File: src/rtl/acc_seq.sv
// Beat sequencer for one MAC-accumulate unit: walks step/output/channel indices
// for a full layer pass and reports done once every accumulated result has returned.
module acc_seq #(
  parameter int STEP_W  = 12,
  parameter int OUT_W   = 12,
  parameter int CH_W    = 8,
  parameter int OUTST_W = 5
) (
  input  logic              clk,
  input  logic              rstn,
  input  logic              start,
  input  logic [STEP_W-1:0] cfg_steps,
  input  logic [OUT_W-1:0]  cfg_outputs,
  input  logic [CH_W-1:0]   cfg_channels,
  input  logic              hold,
  input  logic              res_valid,
  output logic              acc_en,
  output logic              acc_first,
  output logic              acc_last,
  output logic [STEP_W-1:0] step_idx,
  output logic [OUT_W-1:0]  out_idx,
  output logic [CH_W-1:0]   ch_idx,
  output logic              busy,
  output logic              done,
  output logic              err
);

  typedef enum logic [1:0] {IDLE, RUN, DRAIN} state_e;

  state_e              state_q, state_d;
  logic [STEP_W-1:0]   steps_q, steps_d, step_q, step_d;
  logic [OUT_W-1:0]    outs_q, outs_d, out_q, out_d;
  logic [CH_W-1:0]     chs_q, chs_d, ch_q, ch_d;
  logic [OUTST_W-1:0]  outst_q, outst_d;
  logic                en_q, en_d, first_q, first_d, last_q, last_d;
  logic                busy_q, busy_d, done_q, done_d, err_q, err_d;
  logic                inc, step_end, out_end, ch_end;

  assign inc      = en_q & last_q;
  assign step_end = (step_q == steps_q - STEP_W'(1));
  assign out_end  = (out_q == outs_q - OUT_W'(1));
  assign ch_end   = (ch_q == chs_q - CH_W'(1));

  always_comb begin
    state_d = state_q;
    steps_d = steps_q;
    outs_d  = outs_q;
    chs_d   = chs_q;
    step_d  = step_q;
    out_d   = out_q;
    ch_d    = ch_q;
    outst_d = outst_q;
    en_d    = 1'b0;
    first_d = first_q;
    last_d  = last_q;
    busy_d  = busy_q;
    done_d  = 1'b0;
    err_d   = err_q;

    // In-flight results: a same-cycle issue and return cancel out.
    if (inc && !res_valid) begin
      if (&outst_q) err_d = 1'b1;
      else          outst_d = outst_q + OUTST_W'(1);
    end else if (!inc && res_valid) begin
      if (outst_q == '0) err_d = 1'b1;
      else               outst_d = outst_q - OUTST_W'(1);
    end

    unique case (state_q)
      IDLE: begin
        if (start) begin
          steps_d = cfg_steps;
          outs_d  = cfg_outputs;
          chs_d   = cfg_channels;
          step_d  = '0;
          out_d   = '0;
          ch_d    = '0;
          err_d   = 1'b0;
          if (cfg_steps == '0 || cfg_outputs == '0 || cfg_channels == '0) begin
            done_d  = 1'b1;
            first_d = 1'b0;
            last_d  = 1'b0;
          end else begin
            // Beat 0 goes out on the accepting edge.
            state_d = RUN;
            busy_d  = 1'b1;
            en_d    = 1'b1;
            first_d = 1'b1;
            last_d  = (cfg_steps == STEP_W'(1));
          end
        end
      end
      RUN: begin
        if (step_end && out_end && ch_end) begin
          state_d = DRAIN;
        end else if (!hold) begin
          en_d = 1'b1;
          if (step_end) begin
            step_d = '0;
            if (out_end) begin
              out_d = '0;
              ch_d  = ch_q + CH_W'(1);
            end else begin
              out_d = out_q + OUT_W'(1);
            end
          end else begin
            step_d = step_q + STEP_W'(1);
          end
          first_d = (step_d == '0);
          last_d  = (step_d == steps_q - STEP_W'(1));
        end
      end
      DRAIN: begin
        if (!inc && outst_d == '0) begin
          state_d = IDLE;
          busy_d  = 1'b0;
          done_d  = 1'b1;
        end
      end
      default: state_d = IDLE;
    endcase
  end

  always_ff @(posedge clk or negedge rstn) begin
    if (!rstn) begin
      state_q <= IDLE;
      steps_q <= '0;
      outs_q  <= '0;
      chs_q   <= '0;
      step_q  <= '0;
      out_q   <= '0;
      ch_q    <= '0;
      outst_q <= '0;
      en_q    <= 1'b0;
      first_q <= 1'b0;
      last_q  <= 1'b0;
      busy_q  <= 1'b0;
      done_q  <= 1'b0;
      err_q   <= 1'b0;
    end else begin
      state_q <= state_d;
      steps_q <= steps_d;
      outs_q  <= outs_d;
      chs_q   <= chs_d;
      step_q  <= step_d;
      out_q   <= out_d;
      ch_q    <= ch_d;
      outst_q <= outst_d;
      en_q    <= en_d;
      first_q <= first_d;
      last_q  <= last_d;
      busy_q  <= busy_d;
      done_q  <= done_d;
      err_q   <= err_d;
    end
  end

  assign acc_en    = en_q;
  assign acc_first = first_q;
  assign acc_last  = last_q;
  assign step_idx  = step_q;
  assign out_idx   = out_q;
  assign ch_idx    = ch_q;
  assign busy      = busy_q;
  assign done      = done_q;
  assign err       = err_q;

endmodule

File: config.mk
export PLATFORM = sky130hd
export DESIGN_NAME = acc_seq
export DESIGN_NICKNAME = d
export VERILOG_FILES = /design/src/rtl/acc_seq.sv
export SDC_FILE = /design/constraint.sdc
export NUM_CORES = 1
export LEC_CHECK = 0
export CAP_MARGIN = 20
export CORE_AREA = 2 2 99 101
export CTS_BUF_LIST = sky130_fd_sc_hd__clkbuf_4
export DETAILED_ROUTE_END_ITERATION = 8
export DIE_AREA = 0 0 101 103
export PLACE_DENSITY = 0.83
export RECOVER_POWER = 50
export SLEW_MARGIN = 5
export SYNTH_ARGS = -nofsm -noshare
export SYNTH_HDL_FRONTEND = slang
export SYNTH_SLANG_ARGS = --single-unit
File: constraint.sdc
create_clock -name clk -period 7.6 [get_ports clk]
set_clock_uncertainty 0.05 [all_clocks]
set_input_delay 1.14 -clock clk [delete_from_list [all_inputs] [get_ports clk]]
set_output_delay 1.14 -clock clk [all_outputs]
set_load 0.05 [all_outputs]
==> results.py, run 1 <==
metrics = {
    "synth": {
        "synth_nets": 702,
        "synth_async_sr_flop_share_pct": 100.0,
        "ys_warn_count": 0,
        "synth-seq-cells": 77,
        "ys_seq_area_share_pct": 35.54,
        "syn_area_um2": 5421,
        "synthTopCellsByArea": "dfrtp_1, nand2_1, xnor2_1",
        "synth_edf_count": 0,
        "synth_cells": 657,
        "synth.top_cell.area_share_pct": 35.54,
        "synthDistinctLibCells": 74,
        "synth_flop_cell": "dfrtp_1",
        "yosys.area.top_type": "dfrtp_1",
        "avgSynthCellArea_um2": 8.252,
    },
    "power": {
        "p_sw_mw": 0.8670,
        "p_int_mw": 1.004,
        "swShare_pct": 46.34,
        "p_seq_share_pct": 37.3,
        "power_frac_comb_pct": 48.8,
        "p_clk_share_pct": 13.9,
        "ir_drop_v": 0.0001875,
        "power_density_nw_per_um2": 298.2,
        "p_leak_nw": 2.587,
    },
    "die": {
        "core_um2": 9459,
        "die_y_um": 103,
        "io_pins": 75,
        "die_x_um": 101,
        "fp-row-count": 36,
        "dieArea_um2": 10400,
        "initial_utilization_pct": 57.31,
    },
    "clock_network": {
        "tritoncts": "built",
        "clock-sinks": 77,
        "cts_resized": 0,
        "post_cts_buffers": 0,
        "clk_pin_slew_ns": 0.13,
        "cts_root_buffer": "clkbuf_4",
        "clockBufferDepth": 2,
        "numCtsBuffers": 9,
        "postCtsHoldBufs": 0,
        "htree_levels": 3,
        "clock_latency_ns": 0.43,
    },
    "sta": {
        "finalCriticalPeriod_ns": 4.796,
        "rsz0062_at_grt": "false",
        "fin_crit_sh_pct": 63.10,
        "tightest_slew_ns": 4.121,
        "setup_violations": 0,
        "slew_viol_final": 128,
        "hold_viol": 0,
        "tns_ns": 0,
        "max_freq_mhz": 208.5,
        "setup_slack_ns": 2.804,
        "relSlewSlack_pct": -174.8,
    },
    "placement": {
        "globalplace.congestion": 0.9557,
        "port-buffer-count": 74,
        "dpl.hpwl_um": 10070,
        "pre_cts_ws_ns": 3.630,
    },
    "run_status": {
        "status": "finished, violations left",
        "violations": "max-capacitance violations, max-slew violations",
    },
    "global_routing": {
        "grt-ovfl-total": 0,
        "grt_use_total_pct": 26.66,
        "grt_pass1_vias": 4646,
        "grt_pass1_wl_um": 22160,
        "grt_max_degree": 78,
        "antenna_found_initial": 0,
    },
    "critical_path": {
        "cp_num_buf_inv": 2,
        "crit_arrival_ns": 5.08,
        "cp-end-kind": "flip-flop",
        "crit_type": "input pin to flip-flop",
        "slowest_stage": "clkbuf_1",
        "cp.required_ns": 7.88,
        "critical_path.top_delay_family": "buffers and inverters",
        "slowest_delay_ns": 1.46,
        "path_cells": "dlygate4sd3_1 > and2_1 > clkbuf_1 > nor2_1 > nor3_2 > o31ai_2 > and2_1 > or2_1 > o31ai_1",
        "r2r_slack_ns": 3.43,
        "crit_top_cell": "and2_1",
        "path_max_fanout": 49,
        "critPathLaunchType": "input pin",
    },
    "final_layout": {
        "area_growth_pct": 15.74,
        "nNetsFinal": 751,
        "num_antenna_cells": 0,
        "fill_cells": 814,
        "post_route_cells_drive_above_1_share_pct": 5.204,
        "regArea_um2": 1927,
        "multi_input_area_um2": 3251,
    },
    "routing": {
        "drc": 0,
        "via_per_inst": 6.128,
        "dr.pass1.iters": 5,
        "vias": 5056,
        "drtAntennaViolNets": 0,
        "drt_wl_total_um": 13670,
        "wl_per_cell_um": 16.56,
        "drt_iter0_markers": 306,
    },
    "worst_hold_path": {
        "hold_path.class": "flip-flop to flip-flop",
    },
    "run": {
        "max_cap_violations": 2,
    },
}
area by class of cell:
| type | instances | share of cell area, % |
|---|---|---|
| Inverter | 16 | 0.9571 |
| Clock inverter | 6 | 1.097 |
| Multi-Input combinational cell | 525 | 51.80 |
| Tap cell | 114 | 2.273 |
| Sequential cell | 77 | 30.71 |
| Clock buffer | 10 | 1.196 |
| Timing Repair Buffer | 77 | 11.96 |
path summary, 6_finish.rpt:
check / endpoint / cells after the start / startpoint
max in group asynchronous: steps_q[10] / 1 / rstn
worst max-delay path: out_idx[11] / 9 / start
worst min-delay path: chs_q[7] / 2 / chs_q[7]
worst max register to register: out_idx[11] / 9 / state_q[1]
worst min register to register: chs_q[7] / 2 / chs_q[7]
min in group asynchronous: outst_q[4] / 1 / rstn
layout by cell type, fill, tap and decap left out, drive strengths merged, types with 8 or more instances in the layout:
cell,count
nor3,16
nand2,127
and3,10
dfrtp,77
a21oi,9
nand4,10
xnor2,37
xor2,22
ha,8
nand2b,20
nor2b,8
clkbuf,12
nand3,14
o21ai,50
nor2,43
nor4,22
o31ai,17
or3,8
clkdlybuf4s50,71
inv,19
kinds of logic (layout without fill, tap and decap cells):
| kind of cell | count (synthesis) | count (layout) | share of synthesized area, % |
|---|---|---|---|
| AO/OA/AOI/OAI | 134 | 134 | 16.96 |
| XOR/XNOR | 61 | 61 | 10.36 |
| adder cells (fa/ha/maj) | 8 | 8 | 1.846 |
| buffers and inverters | 55 | 109 | 4.500 |
| flip-flops | 77 | 77 | 35.54 |
| multiplexers | 4 | 4 | 0.8077 |
| AND/OR/NAND/NOR | 318 | 318 | 29.98 |
metrics by stage:
stage | hold WS (ns) | cell area, um2 | instances | util (%) | total power, mW
2_1_floorplan | 0.4120 | 5421 | 657 | - | 1.366
3_3_place_gp | 0.4306 | 6133 | 808 | 64.84 | 1.569
3_5_place_dp | 0.4419 | 6138 | 809 | 64.89 | 1.602
4_1_cts | 0.4725 | 6282 | 825 | 66.42 | 1.866
5_1_grt | 0.5167 | 6275 | 825 | 66.34 | 2.013
6_report | 0.4627 | 6275 | 825 | 66.34 | 1.871
worst min-delay path, stage by stage, from the launching register on:
cell	delay, ns
dfrtp_1	0.38
nand2_1	0.05
nand2_1	0.06
sequential cells by signal, summed over array words and instances (netlist names), 2 cells and up:
| signal | count |
|---|---|
| outs_q | 12 |
| steps_q | 12 |
| chs_q | 8 |
| outst_q | 5 |
| ch_idx | 8 |
| state_q | 2 |
| step_idx | 12 |
| out_idx | 12 |
power by group through the flow:
stage               Clock, mW  Sequential, mW  Combinational, mW
floorplan                   0           0.715              0.651
global placement            0           0.691              0.878
detailed placement          0           0.699              0.903
CTS                     0.267           0.692              0.907
global route            0.287           0.717               1.01
finish                  0.260           0.698              0.914
layer usage:
metal,share of wire [%],track usage (%),vias up
li1,-,-,2453
met1,45,36.99,2435
met2,48,44.00,142
met3,5.0,3.322,26
met4,1.7,8.212,0
met5,0,0,-
Yosys cell counts, drive strengths merged, types with 6 or more instances:
cell type,count
xor2,22
nand2b,20
nor2,43
a31oi,7
and2,7
nand4,10
clkbuf,26
inv,16
nor3,16
and3,10
a21oi,9
nor2b,8
o31ai,17
nand3b,6
nand3,14
nor4,22
or3,8
xnor2,37
o21ai,50
buf,13
ha,8
nand2,127
dfrtp,77
o211ai,6
or4,6
Power figures use the tool's default switching activity.
==> inputs of run 2 (changes only) <==
--- a/config.mk
+++ b/config.mk
@@ -6,11 +6,11 @@
 export NUM_CORES = 1
 export LEC_CHECK = 0
 export CAP_MARGIN = 20
-export CORE_AREA = 2 2 99 101
+export CORE_AREA = 2 2 101 103
 export CTS_BUF_LIST = sky130_fd_sc_hd__clkbuf_4
 export DETAILED_ROUTE_END_ITERATION = 8
-export DIE_AREA = 0 0 101 103
-export PLACE_DENSITY = 0.83
+export DIE_AREA = 0 0 103 105
+export PLACE_DENSITY = 0.8
 export RECOVER_POWER = 50
 export SLEW_MARGIN = 5
 export SYNTH_ARGS = -nofsm -noshare
==> constraint.sdc (replaced) <==
create_clock -name clk -period 4.9 [get_ports clk]
set_clock_uncertainty 0.05 [all_clocks]
set_input_delay 0.735 -clock clk [delete_from_list [all_inputs] [get_ports clk]]
set_output_delay 0.735 -clock clk [all_outputs]
set_load 0.05 [all_outputs]
==> results.py, run 2 (synthesis results as in run 1) <==
metrics = {
    "global_routing": {
        "grt_pass1_wl_um": 23280,
        "grt_use_total_pct": 26.73,
        "grt-ovfl-total": 0,
        "grt_max_degree": 78,
        "grt_pass1_vias": 4874,
        "antenna_found_initial": 0,
    },
    "run": {
        "max_cap_violations": 2,
    },
    "critical_path": {
        "path_max_fanout": 20,
        "cp_num_buf_inv": 0,
        "critPathLaunchType": "flip-flop",
        "path_cells": "or4_1 > nor3_1 > xnor3_1 > nand2_1 > or4_4 > nor4_4 > a21o_1 > mux2_1",
        "cp-end-kind": "flip-flop",
        "crit_start": "steps_q[3]",
        "crit_cells": 8,
        "critical_path.top_delay_family": "simple AND/OR/NAND/NOR gates",
        "r2r_start": "steps_q[3]",
        "cp.required_ns": 5.17,
        "slowest_delay_ns": 0.71,
        "crit_arrival_ns": 4.21,
        "slowest_stage": "or4_1",
        "crit_type": "flip-flop to flip-flop",
        "ff2ff_path_depth": 8,
    },
    "clock_network": {
        "clock-sinks": 77,
        "postCtsHoldBufs": 0,
        "clock_latency_ns": 0.43,
        "cts_resized": 0,
        "clockBufferDepth": 2,
        "tritoncts": "built",
        "numCtsBuffers": 9,
        "clk_pin_slew_ns": 0.13,
        "post_cts_buffers": 0,
        "cts_root_buffer": "clkbuf_4",
        "htree_levels": 3,
    },
    "placement": {
        "dpl.hpwl_um": 10110,
        "globalplace.congestion": 0.9530,
        "placed_area_um2": 6180,
        "port-buffer-count": 74,
        "pre_cts_ws_ns": 0.9985,
    },
    "power": {
        "p_seq_share_pct": 37.3,
        "power_density_nw_per_um2": 461.0,
        "p_leak_nw": 2.584,
        "p_total_mw": 2.911,
        "power_frac_comb_pct": 48.7,
        "swShare_pct": 46.71,
        "ir_drop_v": 0.0003264,
        "p_sw_mw": 1.360,
        "p_clk_share_pct": 14.0,
        "p_int_mw": 1.551,
    },
    "routing": {
        "wl_per_cell_um": 16.26,
        "drt_iter0_markers": 303,
        "via_per_inst": 5.996,
        "drtAntennaViolNets": 0,
        "dr.pass1.iters": 7,
        "vias": 5073,
        "drc": 0,
        "drt_wl_total_um": 13760,
    },
    "run_status": {
        "status": "finished, violations left",
        "violations": "max-capacitance violations, max-slew violations",
    },
    "die": {
        "fp-row-count": 36,
        "dieArea_um2": 10820,
        "io_pins": 75,
        "die_x_um": 103,
        "die_y_um": 105,
        "initial_utilization_pct": 56.24,
        "core_um2": 9639,
    },
    "final_layout": {
        "post_route_cells_drive_above_1_share_pct": 5.610,
        "final_cell_area_um2": 6315,
        "post-route-util_pct": 65.51,
        "area_growth_pct": 16.48,
        "num_antenna_cells": 0,
        "final_cell_mix": "nand2_1, dfrtp_1, clkdlybuf4s50_1, nor2_1, xnor2_1",
        "nNetsFinal": 753,
        "final_common_cell": "nand2_1",
    },
    "sta": {
        "tightest_slew_ns": 1.936,
        "setup_violations": 0,
        "finalCriticalPeriod_ns": 3.945,
        "slew_viol_final": 127,
        "relSlewSlack_pct": -29.04,
        "hold_viol": 0,
        "max_freq_mhz": 253.5,
        "fin_crit_sh_pct": 80.51,
        "tns_ns": 0,
        "rsz0062_at_grt": "false",
        "setup_slack_ns": 0.9549,
    },
    "worst_hold_path": {
        "min_from": "acc_first",
        "hold_path.class": "flip-flop to flip-flop",
        "holdPathStages": 1,
    },
}
[run 2: cell count changes in the layout (fill, tap and decap cells not counted)]
cell,delta
and2_0,+2
clkinv_4,-1
clkbuf_1,-1
buf_2,-1
buf_4,+3
dlygate4sd3_1,-1
clkbuf_4,-1
clkinvlp_4,+3
clkdlybuf4s50_1,+1
and2_1,-2
clkbuf_2,+1
inv_6,-1
[run 2: metrics by stage]
stage               instances  hold WS, ns
floorplan                 657       0.3894
global placement          830       0.4242
detailed placement        830       0.4315
CTS                       846       0.4234
global route              846       0.4891
finish                    846       0.4533
[run 2: final timing paths]
| check | slack [ns] | endpoint |
|---|---|---|
| hold / removal | 0.45 | acc_first |
| max in group asynchronous | 2.90 | step_idx[0] |
| min in group asynchronous | 0.76 | outst_q[4] |
| setup reg to reg | 0.95 | acc_first |
| setup / recovery | 0.95 | acc_first |
| hold reg to reg | 0.45 | acc_first |
[run 2: cell type report]
class	instances	area [um2]
Fill cell	838	3324
Multi-Input combinational cell	525	3251
Sequential cell	77	1927
Timing Repair Buffer	79	769.5
Tap cell	133	166.4
Clock inverter	7	73.82
Clock buffer	9	67.56
Inverter	16	60.06
[run 2: power by group through the flow]
| stage | Sequential, mW | Combinational (mW) | Clock [mW] |
|---|---|---|---|
| after detailed placement | 1.09 | 1.40 | 0 |
| after CTS | 1.08 | 1.41 | 0.421 |
| final | 1.08 | 1.42 | 0.409 |
| after global routing | 1.12 | 1.56 | 0.444 |
| after floorplan | 1.11 | 1.01 | 0 |
| after global placement | 1.07 | 1.36 | 0 |
[run 2: metal layers]
metal / part of all wire, % / track usage (%) / vias to the layer above
met5: 0 / 0 / -
met4: 1.3 / 6.109 / 0
met3: 6.0 / 4.816 / 20
met2: 50 / 44.67 / 185
met1: 43 / 35.80 / 2427
li1: - / - / 2441
==> inputs of run 3 (changes only) <==
--- a/config.mk
+++ b/config.mk
@@ -6,11 +6,11 @@
 export NUM_CORES = 1
 export LEC_CHECK = 0
 export CAP_MARGIN = 20
-export CORE_AREA = 2 2 101 103
+export CORE_AREA = 2 2 106 108
 export CTS_BUF_LIST = sky130_fd_sc_hd__clkbuf_4
 export DETAILED_ROUTE_END_ITERATION = 8
-export DIE_AREA = 0 0 103 105
-export PLACE_DENSITY = 0.8
+export DIE_AREA = 0 0 108 110
+export PLACE_DENSITY = 0.77
 export RECOVER_POWER = 50
 export SLEW_MARGIN = 5
 export SYNTH_ARGS = -nofsm -noshare
==> constraint.sdc (replaced) <==
create_clock -name clk -period 3.6 [get_ports clk]
set_clock_uncertainty 0.05 [all_clocks]
set_input_delay 0.54 -clock clk [delete_from_list [all_inputs] [get_ports clk]]
set_output_delay 0.54 -clock clk [all_outputs]
set_load 0.05 [all_outputs]
==> results.py, run 3 (synthesis results as in run 1) <==
metrics = {
    "die": {
        "io_pins": 75,
        "dieArea_um2": 11880,
        "die_y_um": 110,
        "die_x_um": 108,
        "core_um2": 10700,
        "initial_utilization_pct": 50.68,
        "fp-row-count": 38,
    },
    "sta": {
        "setup_violations": 0,
        "relSlewSlack_pct": 10.74,
        "slew_viol_final": 0,
        "hold_viol": 0,
        "fin_crit_sh_pct": 95.15,
        "finalCriticalPeriod_ns": 3.425,
        "max_freq_mhz": 291.9,
        "rsz0062_at_grt": "true",
        "tightest_slew_ns": 1.339,
        "setup_slack_ns": 0.1745,
    },
    "critical_path": {
        "crit_arrival_ns": 3.72,
        "path_max_fanout": 6,
        "critPathLaunchType": "flip-flop",
        "cp-end-kind": "flip-flop",
        "cp.required_ns": 3.90,
        "crit_type": "flip-flop to flip-flop",
    },
    "power": {
        "ir_drop_v": 0.0003574,
        "p_total_mw": 4.040,
        "p_leak_nw": 2.685,
        "power_density_nw_per_um2": 622.8,
    },
    "final_layout": {
        "final_cell_mix": "nand2_1, dfrtp_1, clkdlybuf4s50_1, nor2_1, xnor2_1",
        "area_growth_pct": 19.66,
        "fill_cells": 956,
        "fin_cells": 870,
        "post-route-util_pct": 60.64,
        "final_common_cell": "nand2_1",
        "post_route_cells_drive_above_1_share_pct": 8.630,
        "num_antenna_cells": 0,
        "nNetsFinal": 770,
    },
    "routing": {
        "vias": 5120,
        "drtAntennaViolNets": 0,
        "drt_wl_total_um": 13900,
        "via_per_inst": 5.885,
        "dr.pass1.iters": 5,
        "drc": 0,
        "drt_iter0_markers": 310,
        "wl_per_cell_um": 15.98,
    },
    "placement": {
        "dpl.hpwl_um": 10240,
        "port-buffer-count": 74,
        "placed_cells": 852,
        "globalplace.congestion": 0.9291,
        "pre_cts_ws_ns": 0.03306,
    },
    "global_routing": {
        "grt-ovfl-total": 0,
        "grt_use_total_pct": 24.29,
        "antenna_found_initial": 0,
        "grt_pass1_wl_um": 23200,
        "grt_pass1_vias": 4905,
        "grt_max_degree": 78,
    },
    "clock_network": {
        "cts_root_buffer": "clkbuf_4",
        "clock_latency_ns": 0.46,
        "tritoncts": "built",
        "clk_pin_slew_ns": 0.14,
        "numCtsBuffers": 9,
        "clockBufferDepth": 2,
        "htree_levels": 3,
        "post_cts_buffers": 0,
        "clock-sinks": 77,
    },
    "run_status": {
        "status": "finished, final reports clean",
    },
    "run": {
        "max_cap_violations": 0,
    },
    "worst_hold_path": {
        "hold_path.class": "flip-flop to flip-flop",
    },
}
run 3: per-stage QoR:
| step | hold WS (ns) | setup TNS, ns | cell area [um2] |
|---|---|---|---|
| after floorplan | 0.1944 | 0 | 5421 |
| after global placement | 0.4367 | 0 | 6301 |
| after detailed placement | 0.4452 | 0 | 6301 |
| after CTS | 0.2058 | 0 | 6444 |
| after global routing | 0.5096 | -0.01798 | 6487 |
| final | 0.4691 | 0 | 6487 |
run 3: timing repair:
action / in CTS / in global routing
pin swaps: 0 / 0
gates cloned: 0 / 0
resized for setup: 1 / 7
hold buffers: 0 / 1
endpoints found under the setup margin: 4 / 16
endpoints found under the hold margin: 0 / 24
run 3: path summary, 6_finish.rpt:
kind | startpoint | to | slack, ns | depth (start not counted)
setup / recovery | steps_q[0] | ch_idx[5] | 0.17 | 11
hold / removal | chs_q[7] | chs_q[7] | 0.47 | 2
setup reg to reg | steps_q[0] | ch_idx[5] | 0.17 | 11
hold reg to reg | chs_q[7] | chs_q[7] | 0.47 | 2
max in group asynchronous | rstn | chs_q[5] | 0.72 | 3
min in group asynchronous | rstn | outst_q[3] | 0.83 | 2
run 3: area by class of cell:
type	count	area, um2	area share, %
Sequential cell	77	1927	29.70
Inverter	16	60.06	0.9257
Timing Repair Buffer	96	903.4	13.92
Clock buffer	9	67.56	1.041
Tap cell	140	175.2	2.700
Clock inverter	7	72.57	1.119
Multi-Input combinational cell	525	3282	50.59
run 3: power breakdown:
group	switching [mW]	internal (mW)
Sequential	0.340	1.07
Combinational	1.19	0.888
Clock	0.344	0.214
run 3: critical path, cell delays in order, from the launching register on:
cell and delay (ns):
dfrtp_1 0.48, inv_1 0.11, ha_1 0.24, nand2b_1 0.18, or4b_1 0.53, a211oi_1 0.28
nand4_1 0.18, nor3_2 0.34, o31ai_4 0.17, a2111oi_1 0.53, xnor2_1 0.17, nor2_1 0.05
run 3: routing by layer:
| metal | track usage, % | part of all wire (%) | vias to the layer above |
|---|---|---|---|
| met1 | 31.31 | 45 | 2461 |
| li1 | - | - | 2481 |
| met3 | 3.351 | 5.3 | 26 |
| met2 | 41.82 | 48 | 152 |
| met5 | 0 | 0 | - |
| met4 | 8.974 | 1.9 | 0 |
